[config.mk]
export PLATFORM = sky130hd
export DESIGN_NAME = pattern_gen_param
export DESIGN_NICKNAME = d
export VERILOG_FILES = /design/src/rtl/pattern_gen_pkg.sv /design/src/rtl/pg_next.sv /design/src/rtl/pattern_gen_param.sv
export SDC_FILE = /design/constraint.sdc
export NUM_CORES = 1
export LEC_CHECK = 0
export ABC_AREA = 0
export BUFFER_PORTS_ARGS = -buffer_cell sky130_fd_sc_hd__buf_2
export CAP_MARGIN = 0
export CELL_PAD_IN_SITES_DETAIL_PLACEMENT = 2
export CELL_PAD_IN_SITES_GLOBAL_PLACEMENT = 2
export CORE_ASPECT_RATIO = 0.5
export CORE_MARGIN = 5
export CORE_UTILIZATION = 34
export DETAILED_ROUTE_END_ITERATION = 7
export HOLD_SLACK_MARGIN = 0.06
export PLACE_DENSITY = 0.83
export SLEW_MARGIN = 10
export SYNTH_ARGS = -nofsm -noshare
export SYNTH_HDL_FRONTEND = slang
export SYNTH_SLANG_ARGS = --single-unit
[constraint.sdc]
create_clock -name clk -period 3 [get_ports clk]
set_clock_uncertainty 0.1 [all_clocks]
set_input_delay 0.45 -clock clk [delete_from_list [all_inputs] [get_ports clk]]
set_output_delay 0.45 -clock clk [all_outputs]
set_load 0.005 [all_outputs]
[src/rtl/pattern_gen_pkg.sv]
// Shared encodings and helpers for the parameterised pattern generator.
// Constants are held at the maximum supported width (16) and truncated by users.
package pattern_gen_pkg;

  typedef enum logic [1:0] {
    MODE_EVENODD = 2'b00,
    MODE_GRAY    = 2'b01,
    MODE_WALK1   = 2'b10,
    MODE_JOHNSON = 2'b11
  } pg_mode_e;

  localparam int unsigned MAX_WIDTH = 16;

  localparam logic [MAX_WIDTH-1:0] START_EVENODD = 16'd0;
  localparam logic [MAX_WIDTH-1:0] START_GRAY    = 16'd0;
  localparam logic [MAX_WIDTH-1:0] START_WALK1   = 16'd1;
  localparam logic [MAX_WIDTH-1:0] START_JOHNSON = 16'd0;

  function automatic logic [MAX_WIDTH-1:0] start_value(input pg_mode_e m);
    logic [MAX_WIDTH-1:0] v;
    v = START_EVENODD;
    case (m)
      MODE_EVENODD: v = START_EVENODD;
      MODE_GRAY:    v = START_GRAY;
      MODE_WALK1:   v = START_WALK1;
      MODE_JOHNSON: v = START_JOHNSON;
      default:      v = START_EVENODD;
    endcase
    return v;
  endfunction

  // Zero-extended inputs convert correctly because the extra top bits are zero.
  function automatic logic [MAX_WIDTH-1:0] gray2bin(input logic [MAX_WIDTH-1:0] g);
    logic [MAX_WIDTH-1:0] r;
    r[MAX_WIDTH-1] = g[MAX_WIDTH-1];
    for (int i = MAX_WIDTH - 2; i >= 0; i--) begin
      r[i] = r[i+1] ^ g[i];
    end
    return r;
  endfunction

endpackage

[src/rtl/pg_next.sv]
// Combinational next-value function: given the current mode/sel and the
// registered pattern y and Gray binary counter b, produce the advanced values.
module pg_next
  import pattern_gen_pkg::*;
#(
  parameter int WIDTH = 4,
  parameter int STEP  = 2
) (
  input  pg_mode_e         mode,
  input  logic             sel,
  input  logic [WIDTH-1:0] y,
  input  logic [WIDTH-1:0] b,
  output logic [WIDTH-1:0] y_next,
  output logic [WIDTH-1:0] b_next
);

  localparam logic [WIDTH-1:0] STEP_W = WIDTH'(STEP);
  localparam logic [WIDTH-1:0] ONE_W  = WIDTH'(1);
  localparam logic [WIDTH-1:0] ONES_W = '1;

  always_comb begin
    y_next = y;
    b_next = b;
    case (mode)
      MODE_EVENODD: begin
        // The odd sequence needs an escape from 0 into 1 and from all-ones back to 0.
        if (!sel && (y == '0)) begin
          y_next = ONE_W;
        end else if (!sel && (y == ONES_W)) begin
          y_next = '0;
        end else begin
          y_next = y + STEP_W;
        end
      end
      MODE_GRAY: begin
        b_next = b + ONE_W;
        y_next = b_next ^ (b_next >> 1);
      end
      MODE_WALK1: begin
        if (y == '0) begin
          y_next = ONE_W;
        end else begin
          y_next = {y[WIDTH-2:0], y[WIDTH-1]};
        end
      end
      MODE_JOHNSON: begin
        y_next = {y[WIDTH-2:0], ~y[WIDTH-1]};
      end
      default: begin
        y_next = y;
        b_next = b;
      end
    endcase
  end

endmodule

[src/rtl/pattern_gen_param.sv]
// Parameterised pattern generator: even/odd counter, Gray, walking-one and
// Johnson sequences with seed load, restart on mode/sel change, and wrap pulse.
module pattern_gen_param
  import pattern_gen_pkg::*;
#(
  parameter int WIDTH = 4,
  parameter int STEP  = 2
) (
  input  logic             clk,
  input  logic             rst_n,
  input  logic             en,
  input  logic [1:0]       mode,
  input  logic             sel,
  input  logic             load,
  input  logic [WIDTH-1:0] seed,
  output logic [WIDTH-1:0] y,
  output logic             valid,
  output logic             wrap
);

  pg_mode_e         mode_in;
  pg_mode_e         mode_q;
  logic             sel_q;
  logic [WIDTH-1:0] b_q;
  logic [WIDTH-1:0] y_next;
  logic [WIDTH-1:0] b_next;
  logic [WIDTH-1:0] start_val;
  logic [WIDTH-1:0] seed_bin;
  logic             restart;

  assign mode_in   = pg_mode_e'(mode);
  assign start_val = WIDTH'(start_value(mode_in));
  assign seed_bin  = WIDTH'(gray2bin(MAX_WIDTH'(seed)));

  // sel only matters in the even/odd mode, so it only triggers a restart there.
  assign restart = en && ((mode_in != mode_q) ||
                          ((mode_in == MODE_EVENODD) && (sel != sel_q)));

  pg_next #(
    .WIDTH (WIDTH),
    .STEP  (STEP)
  ) u_next (
    .mode   (mode_in),
    .sel    (sel),
    .y      (y),
    .b      (b_q),
    .y_next (y_next),
    .b_next (b_next)
  );

  always_ff @(posedge clk or negedge rst_n) begin
    if (!rst_n) begin
      y      <= '0;
      b_q    <= '0;
      valid  <= 1'b0;
      wrap   <= 1'b0;
      mode_q <= MODE_EVENODD;
      sel_q  <= 1'b0;
    end else begin
      mode_q <= mode_in;
      sel_q  <= sel;
      valid  <= en;
      wrap   <= 1'b0;
      if (load) begin
        y   <= seed;
        b_q <= seed_bin;
      end else if (restart) begin
        y   <= start_val;
        b_q <= '0;
      end else if (en) begin
        y    <= y_next;
        b_q  <= b_next;
        wrap <= (y_next == start_val);
      end
    end
  end

endmodule

======== Word-level counts from Yosys, hierarchy flattened ========
Cells that the tools add are included.
operators by class
  equal/unequal tests ..................... 7
  bitwise logic cells ..................... 5
  $add $sub $neg .......................... 2
  reduce and logical (&&, ||, !) cells .... 12
  mux-type cells .......................... 15
operator list
  operator             count
  $mux 4               10
  $pmux 4 s4           1
  $pmux 4 s2           1
  $reduce_bool 3->1    2
  $add 4x1->4 const B  1
  $add 4x2->4 const B  1
  $eq 2x2->1 const B   2
  $eq 4x4->1           1
  $eq 4x4->1 const B   1
  $logic_and 1x1->1    4
  $logic_not 4->1      1
  $xor 4x3->4          1
  $mux 1               3
  $reduce_or 3->1      1
  $xor 1x1->1          3
  $eq 2x1->1 const B   1
  $logic_not 2->1      1
  $ne 2x2->1           1
  $reduce_and 2->1     1
  $logic_not 1->1      1
  $logic_or 1x1->1     1
  $ne 1x1->1           1
  $not 1->1            1
word-level totals
  output and inout bits ................... 6
  flip-flop bits (word level) ............. 13
  word-level logic and storage cells ...... 47

======== Logic depth before layout (Yosys ltp) ========
  word-level depth ........................ 9
  depth in mapped cells ................... 6

======== Cells and area by module ========
From an unflattened synthesis, not the netlist that was laid out.
unflattened totals
  cells, all modules ...................... 104
  area, all modules ....................... 930.9 sq um
modules (own cells, without submodules)
  module             area each (sq um)  times used  sequential area each (sq um)  cells an instance
  pattern_gen_param  666.9              1           325.3                         67
  pg_next            264.0              1           0.0                           37

======== Worst setup path after synthesis ========
Ideal clock, no wire load.
  path kind ............................... register to register
  start point ............................. register b_q[0]
  end point ............................... register y[1]
  setup time .............................. 0.126 ns
  path slack .............................. 1.048 ns
  cell stages (with the launch flop) ...... 6
  arrival time ............................ 1.726 ns
  path buffers ............................ 0
  path through ............................ dfrtp_1 ha_1 xnor2_1 and3_1 o41a_1 a221o_1
on the way
  word-level cells in the longest chain between the ends .. 6
ends and longest elaborated chain
  item                      line                     RTL
  start: declaration        pattern_gen_param.sv:24  logic [WIDTH-1:0] b_q;
  start signal: assignment  pattern_gen_param.sv:66  b_q <= seed_bin;
  start signal: assignment  pattern_gen_param.sv:72  b_q <= b_next;
  $add 4x1->4               pg_next.sv:36            b_next = b + ONE_W;
  $xor 4x3->4               pg_next.sv:37            y_next = b_next ^ (b_next >> 1);
  $pmux 4 s4                pg_next.sv:24            case (mode)
  $mux 4                    pattern_gen_param.sv:70  end else if (en) begin
  $mux 4                    pattern_gen_param.sv:67  end else if (restart) begin
  $mux 4                    pattern_gen_param.sv:64  if (load) begin
  end signal: assignment    pattern_gen_param.sv:68  y <= start_val;
  end signal: assignment    pattern_gen_param.sv:71  y <= y_next;
  end: declaration          pattern_gen_param.sv:16  output logic [WIDTH-1:0] y,
No other way between the ends. The select of a mux whose other input is x is not followed.
A chain may end at the register's enable or synchronous reset.

======== Worst setup path after layout ========
Same ends and word-level chain as after synthesis.

==> flow_metrics.py <==
metrics = {
    "status": {
        "run_status": "complete, no violations",
    },
    "critical_path": {
        "cp.arrival_ns": 2.09,
        "crit_type": "flop to flop",
        "startpoint_type": "flop",
        "crit_required_ns": 3.03,
        "crit_fanout": 6,
        "end_kind": "flop",
    },
    "timing": {
        "slew_headroom": 0.767,
        "rsz0062_at_grt": "no",
        "period_share": 0.688,
        "holdWs_ns": 0.293,
        "finalMaxSlewViolations": 0,
        "period_needed_ns": 2.06,
        "fmax_mhz": 485,
        "tightest_slew_ns": 0.350,
        "tns_ns": 0,
        "finalHoldViolCount": 0,
        "setup_viol": 0,
    },
    "yosys": {
        "syn_nets": 129,
        "syn-instance-count": 116,
        "async_flop_share": 1.00,
        "yosysTopAreaCell": "dfrtp_1",
        "ys_seq_area_frac": 0.334,
        "synth_commonest_cells": "dfrtp_1, nand2_1, nor2_1, nor3_1, xnor2_1",
        "synth-main-ff-cell": "dfrtp_1",
        "synth_edf_count": 0,
        "syn_area_per_cell_um2": 8.40,
        "synth_cell_types": 41,
        "yosys_warnings": 0,
        "synth_top_area_frac": 0.334,
        "synthTopCellsByArea": "dfrtp_1, xnor2_1, nand2_1",
        "yosysMostFrequentCell": "dfrtp_1",
        "netlist_area_um2": 975,
        "synth_seq_cells": 13,
    },
    "clock_network": {
        "htree_levels": 1,
        "clock_path_buffers": 2,
        "cts_sinks": 13,
        "postCtsResizedCells": 0,
        "cts-hold-fix-buffers": 1,
        "cts_setup_buffers": 0,
        "clkSlewWorstSetupHoldPaths_ns": 0.06,
        "cts_buffers": 3,
        "cts_root_buf": "clkbuf_8",
        "cts_tree": "built",
        "insertion_delay_ns": 0.25,
    },
    "power": {
        "leakagePower_nw": 0.496,
        "peakVddDrop_mv": 0.224,
        "p_per_area_mw_per_mm2": 484,
    },
    "cells_and_area": {
        "design_area_mm2": 0.00113,
        "drive_gt1_frac": 0.174,
        "syn2layout_area_growth_pct": 16.4,
        "nNetsFinal": 146,
        "final_core_util": 0.425,
        "diodes": 0,
        "stdcell_count": 169,
    },
    "detailed_routing": {
        "num_vias": 968,
        "post-route-drc-count": 0,
        "drt_first_pass_iters": 4,
        "wl_met2_um": 1500,
        "wirelength_um": 3220,
        "avgRoutedWirePerCell_um": 19.0,
        "ant_nets": 0,
        "route.met3.wl_um": 110,
        "detail_route.vias_per_cell": 5.73,
        "drt-initial-drc-count": 38,
        "met1_length_um": 1590,
        "top_layer_used": "met4",
    },
    "global_routing": {
        "grt_first_pass_wirelength_um": 5260,
        "grt-ovfl-total": 0,
        "antenna_found_initial": 0,
        "grt_max_degree": 16,
        "grt_use_total": 0.175,
        "grt_pass1_vias": 1032,
    },
    "worst_hold_path": {
        "hold_class": "input pin to flop",
    },
    "die": {
        "initial_core_util": 0.365,
        "die_w_um": 85.7,
        "rows": 13,
        "die_y_um": 47.9,
        "io_pins": 17,
        "die-area_mm2": 0.00410,
        "core_area_mm2": 0.00267,
    },
    "placement": {
        "dpl_cell_area_mm2": 0.00108,
        "hpwlAfterDp_um": 2420,
        "io_buffers": 16,
        "place.gp.congestion": 0.719,
        "place_inst": 164,
    },
    "flow_run": {
        "maxCapViolations": 0,
    },
}
[cell usage in the layout, fill, tap and decap left out, types with 2 or more instances in the layout]
master,synthesis,layout
a211oi_1,3,3
nand2_1,10,10
a21oi_1,6,6
xnor2_1,7,7
nand2b_1,2,2
o21ai_0,6,6
clkbuf_8,0,3
a21o_1,2,2
and3_1,2,2
buf_2,2,16
xor2_1,4,4
nor3b_1,4,4
inv_1,6,6
nand3_1,3,3
nor2_1,10,10
a221o_1,2,2
nor3_1,7,7
ha_1,2,2
dfrtp_1,13,13
[worst max-delay path, stage by stage (launching register included)]
cell and delay (ns):
dfrtp_1 0.44, ha_1 0.38, xnor2_1 0.16, and3_1 0.19
o41a_1 0.39, a221o_1 0.30
[layout make-up]
class / instances / area (um^2)
multi-input combinational: 92 / 606
inverter: 6 / 22.5
sequential: 13 / 325
clock buffer: 4 / 45.0
timing repair buffer: 17 / 90.1
fill: 322 / 1530
tap: 37 / 46.3
[final timing paths]
kind                                    startpoint            endpoint  slack [ns]  cells after the start
worst max-delay path            b_q[0]$_DFFE_PN0P_    y[1]$_DFFE_PN0P_        0.94                      5
worst min-delay path                           sel     sel_q$_DFF_PN0_        0.29                      1
min in group asynchronous                    rst_n    y[2]$_DFFE_PN0P_        0.54                      2
worst max register to register  b_q[0]$_DFFE_PN0P_    y[1]$_DFFE_PN0P_        0.94                      5
worst min register to register  b_q[2]$_DFFE_PN0P_  b_q[2]$_DFFE_PN0P_        0.52                      1
max in group asynchronous                    rst_n  b_q[0]$_DFFE_PN0P_        2.00                      2
[flip-flops by register name, indices dropped and copies added (netlist names)]
register,count
sel_q,1
wrap,1
y,4
mode_q,2
valid,1
b_q,4
[through the flow]
step	setup slack (ns)	total power, mW
2_1_floorplan	1.05	0.331
5_1_grt	0.862	0.586
3_5_place_dp	0.938	0.388
4_1_cts	0.940	0.553
3_3_place_gp	1.00	0.381
6_report	0.937	0.550
[logic make-up after synthesis]
group	count (synthesis)	share of synthesized area
simple gates	43	0.218
fa+ha+maj	2	0.0257
mux	1	0.0103
xor+xnor	11	0.0988
buf+inv	11	0.0449
flops	13	0.334
compound gates	35	0.268
[metal layers]
layer | up-vias | track usage
met2 | 16 | 0.330
met3 | 2 | 0.0378
met5 | - | 0
met1 | 498 | 0.216
li1 | 452 | -
met4 | 0 | 0.0284
[power by group]
| group | leakage [nW] | internal, mW | switching [mW] |
|---|---|---|---|
| combinational | 0.315 | 0.0746 | 0.0961 |
| clock | 0.0228 | 0.0939 | 0.0682 |
| sequential | 0.159 | 0.191 | 0.0255 |
(Power assumes the default switching activity.)
